<file path="src/rtl/ahb_rr_burst_arbiter.sv">
// -----------------------------------------------------------------------------
// ahb_rr_burst_arbiter
//
// Address-phase arbiter for a two-input AHB output stage that feeds one
// bus-matrix slave port. It chooses which input port (0 or 1) drives the
// shared slave address phase. Selection is round-robin, or fixed priority with
// port 0 highest. The grant is held across fixed-length bursts, undefined-length
// (INCR) bursts and locked sequences.
//
// Every decision is registered and advances only on HREADYM-high edges. As a
// result, addr_in_port and no_port stay stable through slave wait states.
//
// Parameters
//   INCR_LIMIT   max beats an INCR burst may keep the grant, 0 = unlimited
//                (0..255)
//   RR_ENABLE    1 = round-robin, 0 = fixed priority (port 0 highest)
//
// Ports
//   HCLK          in   AHB system clock
//   HRESETn       in   asynchronous active-low reset
//   req_port0     in   port 0 request (transfer pending with HSEL to this slave)
//   req_port1     in   port 1 request
//   HREADYM       in   HREADYMUX from the output stage; state advances when high
//   HSELM         in   muxed HSEL of the currently granted port
//   HTRANSM[1:0]  in   muxed HTRANS of the granted port
//   HBURSTM[2:0]  in   muxed HBURST of the granted port
//   HMASTLOCKM    in   muxed HMASTLOCK, already masked by HSEL/lock state
//   addr_in_port  out  granted port number (registered)
//   no_port       out  1 = no port granted, output stage drives idle (registered)
// -----------------------------------------------------------------------------
module ahb_rr_burst_arbiter #(
  parameter int unsigned INCR_LIMIT = 0,
  parameter bit          RR_ENABLE  = 1'b1
) (
  input  logic       HCLK,
  input  logic       HRESETn,
  input  logic       req_port0,
  input  logic       req_port1,
  input  logic       HREADYM,
  input  logic       HSELM,
  input  logic [1:0] HTRANSM,
  input  logic [2:0] HBURSTM,
  input  logic       HMASTLOCKM,
  output logic       addr_in_port,
  output logic       no_port
);

  localparam logic [1:0] TRANS_IDLE   = 2'b00;
  localparam logic [1:0] TRANS_BUSY   = 2'b01;
  localparam logic [1:0] TRANS_NONSEQ = 2'b10;
  localparam logic [1:0] TRANS_SEQ    = 2'b11;

  localparam logic [7:0] INCR_LIMIT_C = 8'(INCR_LIMIT);
  localparam bit         LIMIT_ON     = (INCR_LIMIT != 0);

  typedef enum logic [1:0] {
    ST_ARB       = 2'd0,
    ST_LOCKED    = 2'd1,
    ST_FIXBURST  = 2'd2,
    ST_INCRBURST = 2'd3
  } state_e;

  state_e      state_q, state_d;
  logic        addr_q, addr_d;
  logic        no_port_q, no_port_d;
  logic [3:0]  beat_q, beat_d;
  logic [7:0]  incr_q, incr_d;

  logic        lock_seen_s;
  logic        start_s;
  logic [4:0]  burst_len_s;
  logic [7:0]  incr_step_s;
  logic        do_arb_s;
  logic [1:0]  pick_s;

  // Beat count of a burst type; 0 marks INCR (undefined length).
  function automatic logic [4:0] burst_len(input logic [2:0] hburst);
    logic [4:0] len;
    case (hburst)
      3'b000:         len = 5'd1;
      3'b001:         len = 5'd0;
      3'b010, 3'b011: len = 5'd4;
      3'b100, 3'b101: len = 5'd8;
      3'b110, 3'b111: len = 5'd16;
      default:        len = 5'd1;
    endcase
    return len;
  endfunction

  // Arbitration result {none, port}. The last granted port has the lowest
  // priority. With no request the grant parks on the last port.
  function automatic logic [1:0] rr_pick(input logic r0, input logic r1,
                                         input logic last);
    logic [1:0] res;
    if (r0 && r1) begin
      res = {1'b0, (RR_ENABLE ? ~last : 1'b0)};
    end else if (r0) begin
      res = 2'b00;
    end else if (r1) begin
      res = 2'b01;
    end else begin
      res = {1'b1, last};
    end
    return res;
  endfunction

  // The muxed control inputs only mean something while a port is granted.
  assign lock_seen_s = HMASTLOCKM & ~no_port_q;
  assign start_s     = ~no_port_q & HSELM & (HTRANSM == TRANS_NONSEQ);
  assign burst_len_s = burst_len(HBURSTM);
  assign pick_s      = rr_pick(req_port0, req_port1, addr_q);

  // Next-state decision: hold states first, then round-robin arbitration.
  always_comb begin
    state_d     = state_q;
    addr_d      = addr_q;
    no_port_d   = no_port_q;
    beat_d      = beat_q;
    incr_d      = incr_q;
    do_arb_s    = 1'b0;
    incr_step_s = incr_q;

    if (!HREADYM) begin
      // Wait state: every register keeps its value.
      state_d = state_q;
    end else if (lock_seen_s) begin
      // Lock overrides any burst counting; the grant stays where it is.
      state_d   = ST_LOCKED;
      no_port_d = 1'b0;
      beat_d    = 4'd0;
      incr_d    = 8'd0;
    end else begin
      case (state_q)
        ST_FIXBURST: begin
          if (HSELM && (HTRANSM == TRANS_SEQ)) begin
            if (beat_q > 4'd1) begin
              beat_d = beat_q - 4'd1;
            end else begin
              beat_d   = 4'd0;
              do_arb_s = 1'b1;
            end
          end else if (HSELM && (HTRANSM == TRANS_BUSY)) begin
            beat_d = beat_q;
          end else begin
            // IDLE, NONSEQ or deselect ends the burst early.
            beat_d   = 4'd0;
            do_arb_s = 1'b1;
          end
        end
        ST_INCRBURST: begin
          if (HSELM && ((HTRANSM == TRANS_SEQ) || (HTRANSM == TRANS_BUSY))) begin
            if ((HTRANSM == TRANS_SEQ) && (incr_q != 8'hFF)) begin
              incr_step_s = incr_q + 8'd1;
            end else begin
              incr_step_s = incr_q;
            end
            incr_d = incr_step_s;
            if (LIMIT_ON && (incr_step_s >= INCR_LIMIT_C)) begin
              do_arb_s = 1'b1;
            end else begin
              state_d = ST_INCRBURST;
            end
          end else begin
            do_arb_s = 1'b1;
          end
        end
        ST_ARB: begin
          if (start_s && (burst_len_s > 5'd1)) begin
            state_d = ST_FIXBURST;
            beat_d  = 4'(burst_len_s - 5'd1);
          end else if (start_s && (burst_len_s == 5'd0)) begin
            incr_d = 8'd1;
            // A limit of 1 grants the NONSEQ beat alone.
            if (LIMIT_ON && (8'd1 >= INCR_LIMIT_C)) begin
              do_arb_s = 1'b1;
            end else begin
              state_d = ST_INCRBURST;
            end
          end else begin
            do_arb_s = 1'b1;
          end
        end
        default: begin
          // ST_LOCKED with the lock released: arbitrate on this same edge.
          do_arb_s = 1'b1;
        end
      endcase
    end

    if (do_arb_s) begin
      state_d   = ST_ARB;
      beat_d    = 4'd0;
      incr_d    = 8'd0;
      no_port_d = pick_s[1];
      addr_d    = pick_s[0];
    end else begin
      state_d = state_d;
    end
  end

  // State and output registers; reset takes effect immediately, even mid-burst.
  always_ff @(posedge HCLK or negedge HRESETn) begin
    if (!HRESETn) begin
      state_q   <= ST_ARB;
      addr_q    <= 1'b0;
      no_port_q <= 1'b1;
      beat_q    <= 4'd0;
      incr_q    <= 8'd0;
    end else begin
      state_q   <= state_d;
      addr_q    <= addr_d;
      no_port_q <= no_port_d;
      beat_q    <= beat_d;
      incr_q    <= incr_d;
    end
  end

  assign addr_in_port = addr_q;
  assign no_port      = no_port_q;

endmodule

</file>
<file path="config.mk">
export PLATFORM = sky130hd
export DESIGN_NAME = ahb_rr_burst_arbiter
export DESIGN_NICKNAME = d
export VERILOG_FILES = /design/src/rtl/ahb_rr_burst_arbiter.sv
export SDC_FILE = /design/constraint.sdc
export NUM_CORES = 1
export LEC_CHECK = 0
export CELL_PAD_IN_SITES_DETAIL_PLACEMENT = 1
export CELL_PAD_IN_SITES_GLOBAL_PLACEMENT = 1
export CORE_AREA = 3 3 43 61
export CTS_CLUSTER_DIAMETER = 120
export DETAILED_ROUTE_END_ITERATION = 7
export DIE_AREA = 0 0 46 64
export GPL_TIMING_DRIVEN = 0
export PLACE_DENSITY_LB_ADDON = 0.1
export SLEW_MARGIN = 20
export SYNTH_ARGS = -nofsm -noshare
export SYNTH_HDL_FRONTEND = slang
export SYNTH_SLANG_ARGS = --single-unit
</file>
<file path="constraint.sdc">
create_clock -name HCLK -period 2.1 [get_ports HCLK]
set_input_delay 0.21 -clock HCLK [delete_from_list [all_inputs] [get_ports HCLK]]
set_output_delay 0.21 -clock HCLK [all_outputs]
set_load 0.02 [all_outputs]
</file>
======== Word-level counts from Yosys, hierarchy flattened ========
Memory sizes are Yosys's and may differ from the RTL's.
Cells that the tools add are included.
cells by class
  order comparisons ....................... 2
  reduce and logical (&&, ||, !) cells .... 18
  bitwise gates (word level) .............. 5
  add/subtract/negate cells ............... 2
  mux-type cells .......................... 30
  equal/unequal tests ..................... 9
operator list
  cell                 count
  $mux 4               7
  $mux 2               9
  $mux 1               11
  $ne 5x5->1 const B   2
  $eq 2x2->1 const B   4
  $ne 4x4->1 const B   2
  $pmux 4 s2           1
  $reduce_and 4->1     2
  $reduce_bool 4->1    2
  $sub 4x1->4 const B  2
  $logic_and 1x1->1    6
  $gt 5x1->1 const B   1
  $logic_not 5->1      1
  $gt 4x1->1 const B   1
  $pmux 2 s2           1
  $reduce_and 2->1     2
  $reduce_bool 2->1    2
  $and 1x1->1          3
  $pmux 1 s3           1
  $reduce_bool 3->1    1
  $eq 2x1->1 const B   1
  $logic_not 2->1      1
  $not 1->1            2
  $logic_or 1x1->1     1
word-level totals
  memories kept ........................... 1
  flip-flop bits (word level) ............. 8
  word-level logic and storage cells ...... 71
  input port bits ......................... 12
  memory bits (read-only) ................. 32
  output and inout port bits .............. 2
memory list
  memory            depth  width  rd ports  clocked after Yosys merged registers in  wr ports  RTL line  RTL
  (name not given)  8      4      1         0                                        0         79        case (hburst)

======== Longest topological paths before layout ========
Gate-level depths: netlist of the first run.
  depth after elaboration ................. 11
  mapped depth ............................ 7
  mapped depth without buffers ............ 6

======== Least setup slack after synthesis of the first run ========
OpenSTA, ideal clock, no wires.
  kind .................................... register to register
  start point ............................. register state_q[0]
  end point ............................... register beat_q[3]
  cell stages (with the launch flop) ...... 7
  slack ................................... 257 ps
  data arrival time ....................... 1,749 ps
  path through ............................ dfrtp_1 > inv_1 > ha_1 > and2b_4 > a222oi_1 > a21oi_2 > a221oi_2
between the ends
  cells in the longest elaborated chain, start to end .. 6
  elaborated cells on any way between the ends .. 15
  classes of those cells .................. eq/ne (4); mux (7); reduce/logical (4)
RTL lines
  what                                                       RTL line  RTL
  start, declared                                            63        state_e state_q, state_d;
  start signal, assigned                                     210       state_q <= state_d;
  $eq 2x2->1 / $logic_not 2->1 (equally long branches)       133       case (state_q)
  $pmux 1 s3                                                 133
  $mux 1                                                     126       end else if (lock_seen_s) begin
  $mux 1                                                     123       if (!HREADYM) begin
  $ne 5x5->1 (no source line), or another cell as far along  n/a
  $reduce_and 4->1 (no source line)                          n/a
  end signal, assigned                                       213       beat_q <= beat_d;
  end, declared                                              66        logic [3:0] beat_q, beat_d;
Several ways; a longest one is shown, not always the timed one. The select of a mux whose other input is x is not followed.
A chain may end at the register's enable or synchronous reset.

======== Worst setup path in the final report of the first run ========
  start point ............................. input HBURSTM[0]
  end point ............................... register state_q[0]
between the ends
  cells in the longest elaborated chain, start to end .. 10
  elaborated cells on any way between the ends .. 20
  classes of those cells .................. order compare (1); eq/ne (2); mux (10); reduce/logical (6); memory (1)
RTL lines
  what                                                RTL line  RTL
  start, declared                                     42        input logic [2:0] HBURSTM,
  $mem_v2 8x4 (*)                                     n/a
  branches (longest 9 deep; another with $gt 5x1->1)  n/a
Mark *: on every way between the ends. The select of a mux whose other input is x is not followed.

==> impl_metrics.env, run 1 <==
export IMPL_yosys_register_bits=8
export IMPL_hold_path_class="input port to async pin"
export IMPL_power_leakage_uw=0.000400
export IMPL_drtIter0Drc=6
export IMPL_routed_wl_mm=2.35
export IMPL_postCtsHoldBufs=0
export IMPL_antenna_cells=0
export IMPL_design_core_area_sq_mm=0.00215
export IMPL_ys_flop_type="dfrtp_1"
export IMPL_dp_hpwl_mm=1.74
export IMPL_min_period_over_period=0.930
export IMPL_wl_met2_mm=1.18
export IMPL_vias=819
export IMPL_die_area_sq_mm=0.00294
export IMPL_ir_drop_mv=0.599
export IMPL_drt_pass1_iter_count=2
export IMPL_path_clk_slew_ps=60
export IMPL_wl_per_cell_um=18.1
export IMPL_r2r_start="state_q[0]$_DFFE_PN0P_"
export IMPL_outcome="finished clean"
export IMPL_seq_area_frac_synth=0.252
export IMPL_synthCells=88
export IMPL_portBuffers=13
export IMPL_netlist_area_sq_um=798
export IMPL_placedCellCount=123
export IMPL_via_per_inst=6.30
export IMPL_wl_met3_um=95
export IMPL_grt_use_total=0.166
export IMPL_top_layer="met4"
export IMPL_nFillCells=256
export IMPL_powerDensity_mw_per_mm2=1230
export IMPL_worstSetupEndpointType="register"
export IMPL_synth_net_count=107
export IMPL_cts_root_buffer="clkbuf_4"
export IMPL_drt_antenna_violating_nets=0
export IMPL_grt_pass1_wl_mm=3.71
export IMPL_gp_congestion=0.792
export IMPL_syn_to_final_growth_pct=29.6
export IMPL_clk_path_buf_depth=2
export IMPL_crit_fanout=4
export IMPL_min_period_ps=1950
export IMPL_synth_edff_count=0
export IMPL_finalSetupViolCount=0
export IMPL_maxSlewViolCount=0
export IMPL_fin_area_sq_mm=0.00103
export IMPL_met1_length_um=996
export IMPL_drv_cap=0
export IMPL_worstMarginPinSlew_ps=555
export IMPL_cts_max_level=1
export IMPL_core_rowCount=20
export IMPL_cts_buffers=3
export IMPL_crit_type="input port to register"
export IMPL_die_y_um=64
export IMPL_synth_async_reset_ratio=1.00
export IMPL_finalHoldViolCount=0
export IMPL_ioPinCount=14
export IMPL_arrival_ps=2070
export IMPL_yosysWarnings=0
export IMPL_place_worst_setup_slack_ps=-526
export IMPL_critPathRequiredTime_ps=2210
export IMPL_drc=0
export IMPL_avgSynthCellArea_sq_um=9.07
export IMPL_cts_tree="yes"
export IMPL_grt_overflow=0
export IMPL_p_sw_uw=605
export IMPL_drive_above_1_share=0.157
export IMPL_whs_ps=244
export IMPL_clock_sinks=8
export IMPL_grt_max_degree=11
export IMPL_crit_path_start="HBURSTM[0]"
export IMPL_first_global_vias=817
export IMPL_insertion_delay_ps=260
export IMPL_setup_slack_ps=147
export IMPL_die_w_um=46
export IMPL_clkPwrFrac=0.102
export IMPL_intPower_uw=671
export IMPL_clock_skew_ps=4.12
export IMPL_ys_types=40
export IMPL_antenna_found_initial=0
export IMPL_startpoint_type="input port"
export IMPL_slew_headroom=0.626
export IMPL_rsz0062_at_grt="false"
export IMPL_switching_share=0.474
export IMPL_instances_no_fill=130
export IMPL_placement_cell_area_sq_um=956
export IMPL_pwr_share_seq=0.228
export IMPL_final_nets=128
export IMPL_pwr_share_comb=0.670
export IMPL_start_util=0.371
export IMPL_fmax_mhz=512
-- path summary, 6_finish.rpt --
| kind | slack [ps] | cells past startpoint | end |
|---|---|---|---|
| max | 150 | 9 | state_q[0]$_DFFE_PN0P_ |
| min | 240 | 1 | beat_q[0]$_DFFE_PN0P_ |
| max reg2reg | 150 | 7 | beat_q[1]$_DFFE_PN0P_ |
| min reg2reg | 550 | 1 | no_port$_DFFE_PN1P_ |
| max in group asynchronous | 1530 | 1 | no_port$_DFFE_PN1P_ |
| min in group HCLK | 500 | 5 | beat_q[3]$_DFFE_PN0P_ |
-- registers in the layout (all words and copies together) (netlist names) --
signal / cells
addr_in_port: 1
beat_q: 4
no_port: 1
state_q: 2
-- cell usage after synthesis (2+ instances only) --
cell,instances,share of area
o211ai_1,8,0.075
dfrtp_1,7,0.22
ha_1,7,0.11
inv_1,6,0.028
a211oi_1,5,0.047
a21oi_1,4,0.025
nand2_1,4,0.019
a31oi_1,3,0.024
nand2b_1,3,0.024
nand4b_1,3,0.033
or2_1,3,0.024
a21boi_0,2,0.019
a2bb2oi_1,2,0.022
and2_1,2,0.016
clkbuf_1,2,0.0094
nor2_1,2,0.0094
xnor2_1,2,0.022
-- power groups by stage --
stage | Clock, uW | Sequential [uW] | Combinational, uW
floorplan | 0 | 293 | 506
global placement | 0 | 284 | 711
detailed placement | 0 | 291 | 722
CTS | 136 | 289 | 795
global route | 141 | 301 | 950
finish | 130 | 291 | 855
-- per-stage QoR --
step | util | TNS [ps] | total power [uW]
CTS | 0.469 | 0 | 1220
global placement | 0.444 | -3610 | 995
finish | 0.481 | 0 | 1280
floorplan | - | 0 | 799
global route | 0.481 | 0 | 1390
detailed placement | 0.444 | -3830 | 1010
-- worst max-delay path, cell delays in order --
cell and delay [ps]:
clkdlybuf4s50_1 400, or3_4 330, ha_1 220, and2b_4 240, a222oi_1 70, buf_4 160, buf_4 150, a31oi_1 180
o211ai_1 100
-- cell families after synthesis --
family          after synthesis  share of synthesized area
simple gates                 30                      0.254
buf+inv                       8                     0.0376
fa+ha+maj                     7                      0.110
compound gates               33                      0.324
xor+xnor                      2                     0.0219
flops                         8                      0.252
-- timing repair --
action	in CTS	in global routing
buffers inserted	2	1
resized for setup	3	3
setup endpoints to repair	8	8
pin swaps	1	1
-- cell type report --
type,count,area [sq um],area share
Buffer,2,7.51,0.00726
Clock buffer,4,26.3,0.0254
Inverter,6,22.5,0.0218
Multi-Input combinational cell,72,596,0.576
Sequential cell,8,201,0.195
Tap cell,22,27.5,0.0266
Timing Repair Buffer,16,154,0.149
-- layout by cell type (no fill, tap or decap), types with 4 or more instances in the layout --
cell type and count:
ha_1 7, dfrtp_1 7, a211oi_1 4, nand2_1 4
inv_1 6, a21oi_1 4, o211ai_1 8, clkdlybuf4s50_1 11
-- routing by layer --
layer	GRT usage	up-vias
met3	0.0141	8
met2	0.286	21
li1	-	389
met1	0.202	401
met5	0	-
met4	0.0641	0
(Power assumes the default switching activity.)
==> run 2: changes to the inputs <==
CELL_PAD_IN_SITES_GLOBAL_PLACEMENT = 2   (was 1)
CORE_AREA = 3 3 47 67   (was 3 3 43 61)
DIE_AREA = 0 0 50 70   (was 0 0 46 64)
==> run 2 against run 1 <==
Clock skew fell by 1.3 ps. Non-clock buffer count down 1. Sequential share of layout area about the same. Largest power group unchanged. Critical path type unchanged.
==> impl_metrics.env, run 2 (same netlist as run 1, synthesis figures left out) <==
export IMPL_p_total_uw=1240
export IMPL_path_clk_slew_ps=60
export IMPL_design_core_area_sq_mm=0.00262
export IMPL_clock_skew_ps=2.82
export IMPL_cts_max_level=1
export IMPL_slowest_stage="clkdlybuf4s50_1"
export IMPL_outcome="finished clean"
export IMPL_cts_buffers=3
export IMPL_routed_wl_mm=2.26
export IMPL_insertion_delay_ps=250
export IMPL_portBuffers=13
export IMPL_antenna_found_initial=0
export IMPL_first_global_vias=791
export IMPL_grt_max_degree=11
export IMPL_drt_pass1_iter_count=4
export IMPL_finalSetupViolCount=0
export IMPL_crit_top_cell="buf_4"
export IMPL_antenna_cells=0
export IMPL_rr_worst_depth=6
export IMPL_grt_use_total=0.137
export IMPL_maxSlewViolCount=0
export IMPL_final_common_cell="clkdlybuf4s50_1"
export IMPL_tns_ps=0
export IMPL_min_period_over_period=0.958
export IMPL_cp_endpoint="no_port$_DFFE_PN1P_"
export IMPL_r2r_end="beat_q[3]$_DFFE_PN0P_"
export IMPL_via_per_inst=5.53
export IMPL_crit_type="input port to register"
export IMPL_wl_per_cell_um=15.8
export IMPL_ir_drop_mv=0.675
export IMPL_drv_cap=0
export IMPL_core_rowCount=22
export IMPL_powerDensity_mw_per_mm2=1200
export IMPL_drc=0
export IMPL_worstSetupEndpointType="register"
export IMPL_placement_cell_area_sq_um=973
export IMPL_worstPathCellList="clkdlybuf4s50_1 > or3_1 > ha_1 > and2b_4 > a222oi_1 > buf_4 > buf_4 > a211oi_1 > a2bb2oi_1"
export IMPL_grt_overflow=0
export IMPL_crit_path_start="HBURSTM[0]"
export IMPL_gp_congestion=0.738
export IMPL_cts_tree="yes"
export IMPL_fin_area_sq_mm=0.00103
export IMPL_startpoint_type="input port"
export IMPL_grt_pass1_wl_mm=3.78
export IMPL_most_common_layout_cells="clkdlybuf4s50_1 (11), o211ai_1 (8), ha_1 (7), dfrtp_1 (7), inv_1 (6)"
export IMPL_cts_root_buffer="clkbuf_4"
export IMPL_slew_headroom=0.707
export IMPL_final_nets=127
export IMPL_start_util=0.305
export IMPL_drtIter0Drc=14
export IMPL_clk_path_buf_depth=2
export IMPL_finalHoldViolCount=0
export IMPL_nFillCells=310
export IMPL_dp_hpwl_mm=1.85
export IMPL_hold_path_class="input port to async pin"
export IMPL_power_leakage_uw=0.000389
export IMPL_postCtsHoldBufs=0
export IMPL_r2r_start="beat_q[0]$_DFFE_PN0P_"
export IMPL_die_area_sq_mm=0.00350
export IMPL_crit_fanout=4
export IMPL_arrival_ps=2190
export IMPL_cpPeakStageDelay_ps=390
export IMPL_top_regs="beat_q: 4 flops, state_q: 2 flops"
export IMPL_die_y_um=70
export IMPL_drive_above_1_share=0.140
export IMPL_critPathRequiredTime_ps=2280
export IMPL_vias=791
export IMPL_clock_sinks=8
export IMPL_die_w_um=50
export IMPL_r2r_slack_ps=140
export IMPL_syn_to_final_growth_pct=29.3
export IMPL_drt_antenna_violating_nets=0
export IMPL_max_flop_register="beat_q"
export IMPL_largest_reg_flops=4
export IMPL_multi_input_area_sq_um=586
export IMPL_worstMarginPinSlew_ps=435
export IMPL_regArea_sq_um=201
export IMPL_fmax_mhz=497
export IMPL_min_period_ps=2010
export IMPL_ioPinCount=14
[run 2: cell count changes in the layout (fill, tap and decap cells not counted), sizes merged]
cell	previous run	this run
buf	3	2
dlygate4sd2	1	2
dlymetal6s2s	1	0
[run 2: how the worst min path moves through the flow]
stage,cells past startpoint,to,slack [ps]
final,1,state_q[0]$_DFFE_PN0P_,260
after CTS,1,state_q[0]$_DFFE_PN0P_,280
after global routing,1,state_q[0]$_DFFE_PN0P_,280
after detailed placement,1,no_port$_DFFE_PN1P_,540
after global placement,1,no_port$_DFFE_PN1P_,520
after floorplan,0,addr_in_port$_DFFE_PN0P_,-90
[run 2: per-stage QoR]
stage	worst slack, ps	utilization	hold WS [ps]	std cells
2_1_floorplan	257	-	-85.6	88
3_3_place_gp	-500	0.372	524	137
3_5_place_dp	-573	0.372	538	137
4_1_cts	30.9	0.387	277	143
5_1_grt	-16.7	0.395	280	143
6_report	88.4	0.395	264	143
[run 2: repair_timing]
action | in CTS | in global routing
buffers inserted | 2 | 0
pin swaps | 2 | 0
hold endpoints to repair | 0 | 0
setup endpoints to repair | 8 | 5
resized for setup | 2 | 4
[run 2: report_power, final]
group / internal [uW] / total, uW / switching [uW]
clock: 73.1 / 131 / 57.7
sequential: 219 / 288 / 69.9
combinational: 360 / 821 / 460
total: 652 / 1240 / 588
[run 2: area by class of cell]
cell class              count  area share
plain buffers               2     0.00848
clock buffers               4      0.0255
inverters                   6      0.0218
multi-input cells          72       0.567
flip-flops and latches      8       0.195
well taps                  36      0.0436
repair buffers             15       0.138
[run 2: worst max-delay path: cells and delay by family]
kind / cells / cell delay (ps)
buf+inv: 3 / 700
simple gates: 2 / 570
compound gates: 3 / 490
fa+ha+maj: 1 / 220
[run 2: routing by layer]
layer	global-route usage	vias to the layer above	wire [um]
met4	0.0431	0	59
li1	-	386	-
met1	0.168	389	949
met5	0	-	0
met3	0.0320	6	45
met2	0.230	10	1210
